## config.mk

```make
export PLATFORM = sky130hd
export DESIGN_NAME = fetch_sequencer
export DESIGN_NICKNAME = d
export VERILOG_FILES = /design/src/rtl/fetch_sequencer.sv
export SDC_FILE = /design/constraint.sdc
export NUM_CORES = 1
export LEC_CHECK = 0
export BUFFER_PORTS_ARGS = -buffer_cell sky130_fd_sc_hd__buf_2
export CORE_MARGIN = 10
export CORE_UTILIZATION = 50
export DETAILED_ROUTE_END_ITERATION = 10
export GPL_TIMING_DRIVEN = 1
export PLACE_DENSITY = 0.82
export SKIP_CTS_REPAIR_TIMING = 1
export SYNTH_ARGS = -nofsm -noshare
export SYNTH_HDL_FRONTEND = slang
export SYNTH_SLANG_ARGS = --single-unit
```

## constraint.sdc

```tcl
create_clock -name clock -period 4.1 [get_ports clock]
set_input_delay 1.025 -clock clock [delete_from_list [all_inputs] [get_ports clock]]
set_output_delay 1.025 -clock clock [all_outputs]
set_load 0.01 [all_outputs]
```

## src/rtl/fetch_sequencer.sv

```systemverilog
// Front end of the single-issue MIPS core: owns the PC, fetches over a req/ready
// handshake, holds the instruction for the decoder and resolves the next PC.
module fetch_sequencer #(
    parameter int                ADDR_W   = 32,
    parameter logic [ADDR_W-1:0] RESET_PC = 32'h0000_0000
) (
    input  logic              clock,
    input  logic              reset,
    output logic              imem_req,
    output logic [ADDR_W-1:0] imem_addr,
    input  logic              imem_ready,
    input  logic [31:0]       imem_rdata,
    output logic              instr_valid,
    output logic [31:0]       instr,
    output logic [5:0]        opcode,
    output logic [5:0]        funct,
    output logic [ADDR_W-1:0] pc,
    output logic [ADDR_W-1:0] link_addr,
    input  logic [1:0]        pc_op,
    input  logic              is_jr,
    input  logic [31:0]       jr_target,
    input  logic              alu_zero,
    input  logic              ex_stall,
    output logic              fault
);

    typedef enum logic [1:0] {
        FETCH = 2'd0,
        EXEC  = 2'd1,
        HALT  = 2'd2
    } state_t;

    state_t            state, state_nx;
    logic [ADDR_W-1:0] pc_r, pc_nx;
    logic [31:0]       instr_r, instr_nx;
    logic              req_r, req_nx;
    logic              fault_r, fault_nx;

    logic [ADDR_W-1:0] pc4, branch_target, jump_target, next_pc;

    always_comb begin
        pc4           = pc_r + 32'd4;
        branch_target = pc4 + {{14{instr_r[15]}}, instr_r[15:0], 2'b00};
        jump_target   = {pc4[31:28], instr_r[25:0], 2'b00};
        next_pc       = pc4;
        if (is_jr) begin
            next_pc = jr_target;
        end else begin
            case (pc_op)
                2'b01:   next_pc = alu_zero ? branch_target : pc4;
                2'b10:   next_pc = jump_target;
                2'b11:   next_pc = alu_zero ? pc4 : branch_target;
                default: next_pc = pc4;
            endcase
        end
    end

    // The request is registered so the cycle after reset never carries a stale request
    // and a ready seen while no request is outstanding cannot be taken as a fetch.
    always_comb begin
        state_nx = state;
        pc_nx    = pc_r;
        instr_nx = instr_r;
        req_nx   = 1'b0;
        fault_nx = fault_r;
        case (state)
            FETCH: begin
                req_nx = 1'b1;
                if (req_r && imem_ready) begin
                    instr_nx = imem_rdata;
                    state_nx = EXEC;
                    req_nx   = 1'b0;
                end
            end
            EXEC: begin
                if (!ex_stall) begin
                    if (next_pc[1:0] != 2'b00) begin
                        state_nx = HALT;
                        fault_nx = 1'b1;
                    end else begin
                        pc_nx    = next_pc;
                        state_nx = FETCH;
                        req_nx   = 1'b1;
                    end
                end
            end
            HALT: begin
                fault_nx = 1'b1;
            end
            default: begin
                state_nx = FETCH;
            end
        endcase
    end

    always_ff @(posedge clock) begin
        if (reset) begin
            state   <= FETCH;
            pc_r    <= RESET_PC;
            instr_r <= 32'd0;
            req_r   <= 1'b0;
            fault_r <= 1'b0;
        end else begin
            state   <= state_nx;
            pc_r    <= pc_nx;
            instr_r <= instr_nx;
            req_r   <= req_nx;
            fault_r <= fault_nx;
        end
    end

    assign imem_req    = req_r && (state == FETCH);
    assign imem_addr   = pc_r;
    assign instr_valid = (state == EXEC);
    assign instr       = instr_r;
    assign opcode      = instr_r[31:26];
    assign funct       = instr_r[5:0];
    assign pc          = pc_r;
    assign link_addr   = pc4;
    assign fault       = fault_r;

endmodule

```

==> flow_summary.rst, run 1 <==
.. list-table::
   :header-rows: 1

   * - Metric
     - Value
   * - Status
     - completed
   * - Final Wtd Congestion
     - 0.971
   * - Area used by sequential logic in the layout
     - 1360 um2
   * - Area of the multi-input gates
     - ~3700 um2
   * - Setup repair after global routing missed its margin
     - true
   * - Number of levels in the clock H-tree
     - 3
   * - Worst Hold Slack
     - between 0.4 and 0.5 ns
   * - CTS Buf Count
     - 9
   * - Transition time of the tightest slew-check pin
     - between 0.9 and 1 ns
   * - Combinational share of power
     - 19.1%
   * - First-pass iteration count of the detailed router
     - 5
   * - Total congestion overflow
     - 0
   * - Cells after Synth
     - 740
   * - Required time at the worst-slack endpoint
     - 4.30 ns
   * - Post-synth top area share
     - 24.7%
   * - Maxcap violations
     - 0
   * - Number of distinct library cells after synthesis
     - 60
   * - CTS tree
     - yes
   * - Synth Area per Inst
     - 7.44 um2
   * - Final clock period utilization by the worst path
     - 94.6%
   * - Proportion of layout cells with a drive suffix above 1
     - between 30% and 40%
   * - Total core area
     - ~11000 um2
   * - Final hold violations
     - 0
   * - Post-Place Worst Slack
     - 0.167 ns
   * - Sequential group share of total power
     - 41.0%
   * - Setup TNS Final
     - 0 ns
   * - Mean number of vias per cell
     - 5.80
   * - Signed area change from the synthesized netlist to the final layout
     - 22.2%
   * - Count of warnings emitted by yosys
     - 0
   * - Number of buffers added on ports
     - 214
   * - Synth Flop Type
     - dfxtp_1
   * - Fillers
     - 1019
   * - Peak supply drop
     - 0.245 mV
   * - Max incr delay on CP
     - around 0.44 ns
   * - Number of global-route vias before repair
     - 5687
   * - Horizontal extent of the die
     - 125 um
   * - Clock group share of total power
     - 39.9%
   * - Share of async-settable or async-resettable flops after synthesis
     - 0%
   * - Family with the most delay on the worst path
     - compound AO/OA/AOI/OAI gates
   * - Crit path kind
     - reg -> reg
   * - Fmax
     - 0.258 GHz
   * - Clock skew after layout
     - around 0.012 ns
   * - Synthesized cell area
     - 5510 um2
   * - Start point of the critical path
     - imem_addr[6]
   * - Worst reg2reg path startpoint
     - imem_addr[6]
   * - Final cell area excluding filler cells
     - 6730 um2
   * - Arrival time of data at the critical path endpoint
     - 4.08 ns
   * - Tmin final
     - 3.88 ns
   * - Overall routed net length
     - 19300 um
   * - Die Span Y
     - 125 um
   * - Top library cells by usage in the layout, fill and taps aside
     - buf_2, nand2_1, a21oi_1
   * - Routed len/inst
     - roughly 18 um
   * - Worst path bufs/invs
     - 1
   * - Number of top-level pins
     - 215
   * - Critical hold path startpoint
     - fault
   * - Maximum fanout encountered on the critical timing path
     - 9
   * - Cell chosen for the clock root
     - clkbuf_8
   * - Crit path depth
     - 16
   * - Number of enable flip-flop cells after synthesis
     - 0
   * - Crit start category
     - register
   * - Number of failing setup endpoints in the final timing report
     - 0
   * - Clk pin slew, worst setup/hold paths
     - 0.09 ns
   * - Worst min path class
     - reg -> reg
   * - Pin count of the biggest net entering global routing
     - 49
   * - Number of antenna-violating nets in the routed design
     - 0
   * - 1st-iter DRT viols
     - 644
   * - FP Rows
     - 38
   * - Design internal power
     - 1220 uW
   * - Leading cell type in the layout, fill and taps excluded
     - buf_2
   * - Static leakage power
     - approximately 0.0033 uW
   * - Final Max Slew Viols
     - 0
   * - Cells traversed along the worst timing path
     - and3_1 > nand3_1 > nor2_4 > buf_4 > nand3_1 > xnor2_2 > ha_1 > a21o_1 > a21o_1 > a221oi_1 > a21oi_1 > a21oi_1 > xor2_1 > o21ai_0 > o211ai_1 > a21oi_1
   * - All-layer global routing usage
     - 23.1%
   * - Flops & latches, synth
     - 68
   * - Portion of the post-synthesis area used by sequential elements
     - 24.7%
   * - Number of cells traversed by the worst register-to-register path
     - 16
   * - Effective utilization at floorplan
     - 51.0%
   * - Initial antenna violation count
     - 0
   * - Final core utilization
     - 62.3%
   * - Cell count of the worst hold path
     - 2
   * - Half-perimeter wire length of the detailed placement result
     - 14600 um
   * - Post-detailed-route DRC marker count
     - 0
   * - Insertion delay to the later sink of the worst-skew pair
     - 0.36 ns
   * - Synth Net Count
     - 847
   * - Slowest library cell on the worst path
     - dfxtp_1
   * - Power per standard cell area
     - 258 nW/um2
   * - Cell type contributing the most total cell area after synthesis
     - dfxtp_1
   * - Global-route wire length before repair
     - 30400 um
   * - Area after DPL
     - 6420 um2
   * - Number of nets in the layout
     - 1009
   * - Switching power as a share of total power
     - 29.9%
   * - Final Worst Setup Slack
     - 0.222 ns
   * - Die area
     - between 15000 and 20000 um2
   * - Synth area leaders
     - dfxtp_1, nand2_1, a21oi_1
   * - Max Buffers Root-to-Sink
     - 2
   * - Number of sinks handled by clock tree synthesis
     - between 60 and 70
   * - Dominant cell type by count on the critical path
     - a21oi_1
   * - Worst setup EP type
     - register
   * - Total via count in the routed design
     - 6070
   * - Switching power total
     - roughly 520 uW
   * - Count of inserted antenna diode cells
     - 0
   * - Worst slew margin
     - 39.2%
-- synthesized netlist by cell type (all sizes together) (2+ instances only) --
cell	number
a211oi	2
a21o	15
a21oi	91
a221o	2
a221oi	27
a31o	2
a31oi	5
and2	5
and3	6
and4	6
buf	56
clkbuf	30
dfxtp	68
ha	34
inv	13
mux2	2
mux2i	5
nand2	133
nand2b	6
nand3	21
nand4	12
nor2	39
nor2b	7
nor3	12
nor4	2
o2111ai	2
o211ai	20
o21ai	45
or3	3
xnor2	32
xor2	20
-- metrics by stage --
stage | cells | total power (uW)
5_1_grt | 1047 | 1810
3_5_place_dp | 1029 | 1050
2_1_floorplan | 740 | 928
3_3_place_gp | 1029 | 1050
4_1_cts | 1045 | 1740
6_report | 1047 | 1740
-- worst paths after layout --
| path | slack [ns] | end |
|---|---|---|
| setup / recovery | 0.22 | imem_addr[26] |
| hold / removal | 0.45 | fault |
| setup reg to reg | 0.22 | imem_addr[26] |
| hold reg to reg | 0.45 | fault |
-- final cells by class --
type | instances | share of cell area [%]
multi-input combinational | 572 | 54.3
sequential | 68 | 20.2
timing repair buffer | 237 | 18.5
tap | 140 | 2.60
clock buffer | 10 | 1.90
clock inverter | 6 | 1.67
inverter | 14 | 0.781
-- worst min-delay path, cell delays in order (launching register included) --
cell,delay (ns)
dfxtp_1,0.32
inv_1,0.05
a21oi_1,0.05
-- layer usage --
layer	share of wire [%]	vias up	GRT usage [%]
met2	44	318	36.1
met5	0	-	0
met4	2.3	0	6.91
met1	42	2797	29.4
met3	11	36	7.98
li1	-	2919	-
-- power by group through the flow --
stage	Combinational, uW	Clock (uW)	Sequential (uW)
6_report	331	694	712
5_1_grt	365	733	716
4_1_cts	329	700	712
3_5_place_dp	327	0	727
3_3_place_gp	324	0	726
2_1_floorplan	193	0	735
-- logic make-up (layout without fill, tap and decap cells) --
kind of cell             after synthesis  after routing  synth area share, %
XOR/XNOR                              52             52                 8.61
flip-flops                            68             68                 24.7
multiplexers                           7              7                 1.32
AND/OR/NAND/NOR                      256            256                 21.8
AO/OA/AOI/OAI                        222            222                 25.3
buffers and inverters                100            267                 10.1
adder cells (fa/ha/maj)               35             35                 8.09
-- registers in the layout (all words and copies together), names as in the netlist --
signal / cells
state: 2
fault: 1
imem_addr: 32
req_r: 1
instr: 32
Note: power is estimated with default switching activity, not from simulation.
==> run 2: changes to the inputs <==
BUFFER_PORTS_ARGS = default   (was -buffer_cell sky130_fd_sc_hd__buf_2)
DONT_BUFFER_PORTS = 1   (was default)
PLACE_DENSITY = default   (was 0.82)
SETUP_SLACK_MARGIN = 0.05   (was default)
clock period = 5 ns   (was 4.1 ns; I/O delays follow)
==> flow_summary.rst, run 2 (synthesis gave the netlist of run 1 again) <==
.. list-table::
   :header-rows: 1

   * - Metric
     - Value
   * - Status
     - completed
   * - CTS Buf Count
     - 9
   * - Pin count of the biggest net entering global routing
     - 69
   * - Power per standard cell area
     - 229 nW/um2
   * - Post-detailed-route DRC marker count
     - 0
   * - Worst min path class
     - reg -> reg
   * - Total congestion overflow
     - 0
   * - Worst path bufs/invs
     - 0
   * - Crit start category
     - register
   * - Routed len/inst
     - around 22 um
   * - Combinational share of power
     - 14.1%
   * - First-pass iteration count of the detailed router
     - 4
   * - Area after DPL
     - 5360 um2
   * - CTS tree
     - yes
   * - Tmin final
     - 4.50 ns
   * - Overall routed net length
     - 18700 um
   * - Clock group share of total power
     - 38.6%
   * - Die area
     - 15600 um2
   * - Maxcap violations
     - 0
   * - Signed area change from the synthesized netlist to the final layout
     - 1.09%
   * - Fillers
     - 1105
   * - Switching power as a share of total power
     - 30.8%
   * - Clock skew after layout
     - 0.00767 ns
   * - Slowest library cell on the worst path
     - dfxtp_1
   * - Effective utilization at floorplan
     - 51.0%
   * - Sequential group share of total power
     - 47.3%
   * - Top library cells by usage in the layout, fill and taps aside
     - nand2_1, a21oi_1, dfxtp_1
   * - Static leakage power
     - 0.00218 uW
   * - Final hold violations
     - 0
   * - Number of antenna-violating nets in the routed design
     - 0
   * - Number of nets in the layout
     - 794
   * - Mean number of vias per cell
     - 6.44
   * - Global-route wire length before repair
     - 29400 um
   * - Switching power total
     - 393 uW
   * - Number of placed instances with taps included
     - 816
   * - Cell Count, Final, Fillers Out
     - 832
   * - 1st-iter DRT viols
     - 366
   * - Design internal power
     - 882 uW
   * - Family with the most delay on the worst path
     - compound AO/OA/AOI/OAI gates
   * - Final cell area excluding filler cells
     - 5570 um2
   * - Number of sinks handled by clock tree synthesis
     - 68
   * - Post-layout power
     - 1280 uW
   * - Number of buffers added on ports
     - 0
   * - Number of top-level pins
     - 215
   * - Initial antenna violation count
     - 1
   * - Total via count in the routed design
     - 5362
   * - Setup TNS Final
     - 0 ns
   * - Max Buffers Root-to-Sink
     - 2
   * - Clk pin slew, worst setup/hold paths
     - about 0.08 ns
   * - Insertion delay to the later sink of the worst-skew pair
     - 0.37 ns
   * - Total core area
     - 10800 um2
   * - Cells traversed along the worst timing path
     - and3_1 > nand3_1 > nor2_4 > nand3_1 > xnor2_1 > ha_1 > a21o_1 > a21o_1 > a221oi_1 > a21oi_1 > nor2b_1 > o21ai_0 > a31oi_1 > mux2i_1 > o21ai_0
   * - Final Max Slew Viols
     - 0
   * - Proportion of layout cells with a drive suffix above 1
     - 8.53%
   * - Leading cell type in the layout, fill and taps excluded
     - nand2_1
   * - Number of failing setup endpoints in the final timing report
     - 0
   * - Worst slew margin
     - 21.6%
   * - Arrival time of data at the critical path endpoint
     - 4.75 ns
   * - Half-perimeter wire length of the detailed placement result
     - about 14000 um
   * - Number of levels in the clock H-tree
     - 3
   * - Final Wtd Congestion
     - 0.918
   * - Count of inserted antenna diode cells
     - 0
   * - Crit path kind
     - reg -> reg
   * - Cell chosen for the clock root
     - clkbuf_8
   * - Horizontal extent of the die
     - approximately 120 um
   * - FP Rows
     - 38
   * - Maximum fanout encountered on the critical timing path
     - 10
   * - Final core utilization
     - 51.6%
   * - Die Span Y
     - 125 um
   * - Fmax
     - 0.222 GHz
   * - Setup repair after global routing missed its margin
     - false
   * - Max incr delay on CP
     - 0.55 ns
   * - Required time at the worst-slack endpoint
     - between 5 and 6 ns
   * - Peak supply drop
     - 0.191 mV
   * - Number of global-route vias before repair
     - 5186
   * - Worst setup EP type
     - register
   * - All-layer global routing usage
     - 22.8%
   * - Final clock period utilization by the worst path
     - around 90%
   * - Transition time of the tightest slew-check pin
     - 1.18 ns
## run 2: metrics by stage
stage | hold slack [ns] | worst slack (ns)
5_1_grt | 0.509 | 0.0554
3_3_place_gp | 0.450 | 0.581
2_1_floorplan | 0.429 | 1.40
6_report | 0.467 | 0.503
4_1_cts | 0.475 | 0.510
3_5_place_dp | 0.458 | 0.539
## run 2: layout make-up
type | count | area (um2) | share of cell area (%)
Tap cell | 140 | 175 | 3.15
Timing Repair Buffer | 22 | 165 | 2.97
Inverter | 14 | 52.6 | 0.944
Clock buffer | 11 | 151 | 2.72
Multi-Input combinational cell | 572 | 3600 | 64.7
Sequential cell | 68 | 1360 | 24.4
Clock inverter | 5 | 58.8 | 1.06
## run 2: path summary, 6_finish.rpt
| check | startpoint | endpoint | slack (ns) | cells past startpoint |
|---|---|---|---|---|
| worst max-delay path | imem_addr[2] | imem_addr[22] | 0.50 | 15 |
| worst min-delay path | state[1] | req_r | 0.47 | 1 |
| worst max register to register | imem_addr[2] | imem_addr[22] | 0.50 | 15 |
| worst min register to register | state[1] | req_r | 0.47 | 1 |
## run 2: routing by layer
layer | global-route usage [%] | vias to the layer above | wire [um]
met3 | 9.29 | 17 | 2050
met2 | 36.3 | 279 | 8280
li1 | - | 2499 | -
met4 | 5.69 | 2 | 205
met5 | 0 | - | 13
met1 | 28.0 | 2565 | 8110
## run 2: worst register-to-register path, stage by stage (launching register included)
cell,delay (ns)
dfxtp_1,0.55
and3_1,0.22
nand3_1,0.20
nor2_4,0.46
nand3_1,0.16
xnor2_1,0.53
ha_1,0.39
a21o_1,0.18
a21o_1,0.18
a221oi_1,0.32
a21oi_1,0.17
nor2b_1,0.31
o21ai_0,0.13
a31oi_1,0.28
mux2i_1,0.22
o21ai_0,0.10
## run 2: power groups by stage
stage | Sequential, uW | Combinational [uW] | Clock, uW
finish | 603 | 180 | 492
global route | 608 | 202 | 524
CTS | 604 | 180 | 506
detailed placement | 617 | 178 | 0
global placement | 616 | 176 | 0
floorplan | 603 | 159 | 0
==> run 3: changes to the inputs <==
PLACE_DENSITY = 0.71   (was default)
==> flow_summary.rst, run 3 (synthesis gave the netlist of run 1 again) <==
.. list-table::
   :header-rows: 1

   * - Metric
     - Value
   * - Status
     - completed
   * - Maximum fanout encountered on the critical timing path
     - 10
   * - Number of failing setup endpoints in the final timing report
     - 0
   * - Signed area change from the synthesized netlist to the final layout
     - 1.39%
   * - 1st-iter DRT viols
     - 550
   * - Worst setup EP type
     - register
   * - Post-Place Worst Slack
     - ~0.64 ns
   * - Arrival time of data at the critical path endpoint
     - 4.80 ns
   * - Number of top-level pins
     - roughly 220
   * - Initial antenna violation count
     - 1
   * - Final Max Slew Viols
     - 0
   * - Number of levels in the clock H-tree
     - 3
   * - Tmin final
     - 4.48 ns
   * - Post-detailed-route DRC marker count
     - 0
   * - Number of sinks handled by clock tree synthesis
     - a little under 70
   * - Horizontal extent of the die
     - ~120 um
   * - Leading cell type in the layout, fill and taps excluded
     - nand2_1
   * - Crit path kind
     - reg -> reg
   * - Global-route wire length before repair
     - 29400 um
   * - Top library cells by usage in the layout, fill and taps aside
     - nand2_1, a21oi_1, dfxtp_1
   * - Static leakage power
     - 0.00220 uW
   * - Slowest library cell on the worst path
     - dfxtp_1
   * - Total core area
     - 10800 um2
   * - Final Worst Setup Slack
     - between 0.5 and 0.6 ns
   * - Power per standard cell area
     - 226 nW/um2
   * - Critical hold path startpoint
     - state[1]
   * - Half-perimeter wire length of the detailed placement result
     - 14100 um
   * - All-layer global routing usage
     - between 20% and 30%
   * - Overall routed net length
     - 19200 um
   * - Final core utilization
     - 51.7%
   * - Setup repair after global routing missed its margin
     - false
   * - Clock skew after layout
     - roughly 0.016 ns
   * - Number of global-route vias before repair
     - 5122
   * - Max incr delay on CP
     - 0.54 ns
   * - Routed len/inst
     - 22.9 um
   * - Peak supply drop
     - ~0.16 mV
   * - Number of nets in the layout
     - 798
   * - Clk pin slew, worst setup/hold paths
     - 0.08 ns
   * - Cell Count, Final, Fillers Out
     - 837
   * - Worst Hold Slack
     - 0.494 ns
   * - Pin count of the biggest net entering global routing
     - between 60 and 70
   * - Setup TNS Final
     - 0 ns
   * - Family with the most delay on the worst path
     - compound AO/OA/AOI/OAI gates
   * - Mean number of vias per cell
     - around 6.4
   * - FP Rows
     - 38
   * - Total congestion overflow
     - 0
   * - Final Wtd Congestion
     - 0.961
   * - Required time at the worst-slack endpoint
     - around 5.3 ns
   * - Worst reg2reg path startpoint
     - imem_addr[3]
   * - Insertion delay to the later sink of the worst-skew pair
     - between 0.3 and 0.4 ns
   * - Worst path bufs/invs
     - 0
   * - Total via count in the routed design
     - about 5300
   * - Start point of the critical path
     - imem_addr[3]
   * - CTS tree
     - yes
   * - Effective utilization at floorplan
     - around half
   * - Final hold violations
     - 0
   * - Crit start category
     - register
   * - Cells traversed along the worst timing path
     - and3_1 > nand3_1 > nor2_4 > nand3_1 > xnor2_1 > ha_1 > nor3_1 > o21ai_1 > a31oi_1 > o21ai_1 > o21ai_0 > o21ai_0 > a31o_2 > a21oi_1 > mux2_2 > nand2_1
   * - Maxcap violations
     - 0
   * - Fmax
     - 0.223 GHz
   * - Number of buffers added on ports
     - 0
   * - Transition time of the tightest slew-check pin
     - 0.982 ns
   * - Die area
     - 15600 um2
   * - Number of antenna-violating nets in the routed design
     - 0
   * - Cell chosen for the clock root
     - clkbuf_8
   * - CTS Buf Count
     - 9
   * - Proportion of layout cells with a drive suffix above 1
     - 8.76%
   * - Worst min path class
     - reg -> reg
   * - Die Span Y
     - 125 um
   * - Final clock period utilization by the worst path
     - approximately nine tenths
   * - Worst slew margin
     - 34.3%
   * - Number of placed instances with taps included
     - 820
   * - Max Buffers Root-to-Sink
     - 2
   * - First-pass iteration count of the detailed router
     - 5
-- run 3: changes by cell type in the layout (fill, tap and decap cells not counted) --
cell and delta:
buf_4 +4, clkbuf_8 -1, clkinv_2 +1, clkinv_4 +1
diode_2 +1, inv_6 -1, clkinvlp_4 -2, clkbuf_1 +2
-- run 3: through the flow --
step / area [um2] / power, uW
4_1_cts: 5580 / 1270
3_3_place_gp: 5390 / 789
5_1_grt: 5580 / 1310
2_1_floorplan: 5510 / 761
3_5_place_dp: 5390 / 797
6_report: 5580 / 1260
-- run 3: area by class of cell --
type	count	area, um2
clock buffers	12	145
repair buffers	26	195
inverters	14	52.6
diodes	1	2.50
fillers	1104	5210
multi-input cells	572	3600
flip-flops and latches	68	1360
well taps	140	175
clock inverters	4	48.8
-- run 3: worst paths after layout --
path              slack (ns)             to  depth (start not counted)
hold / removal          0.49          req_r                          1
setup / recovery        0.52  imem_addr[29]                         16
hold reg to reg         0.49          req_r                          1
setup reg to reg        0.52  imem_addr[29]                         16
-- run 3: layer usage --
layer,GRT usage (%),vias up,part of all wire (%)
li1,-,2505,-
met1,29.3,2522,42
met2,35.9,277,45
met3,8.20,22,11
met4,5.01,0,1.2
met5,0,-,0
-- run 3: report_power, final --
part | internal (uW) | switching, uW
combinational | 63.9 | 119
sequential | 561 | 42.3
clock | 244 | 234
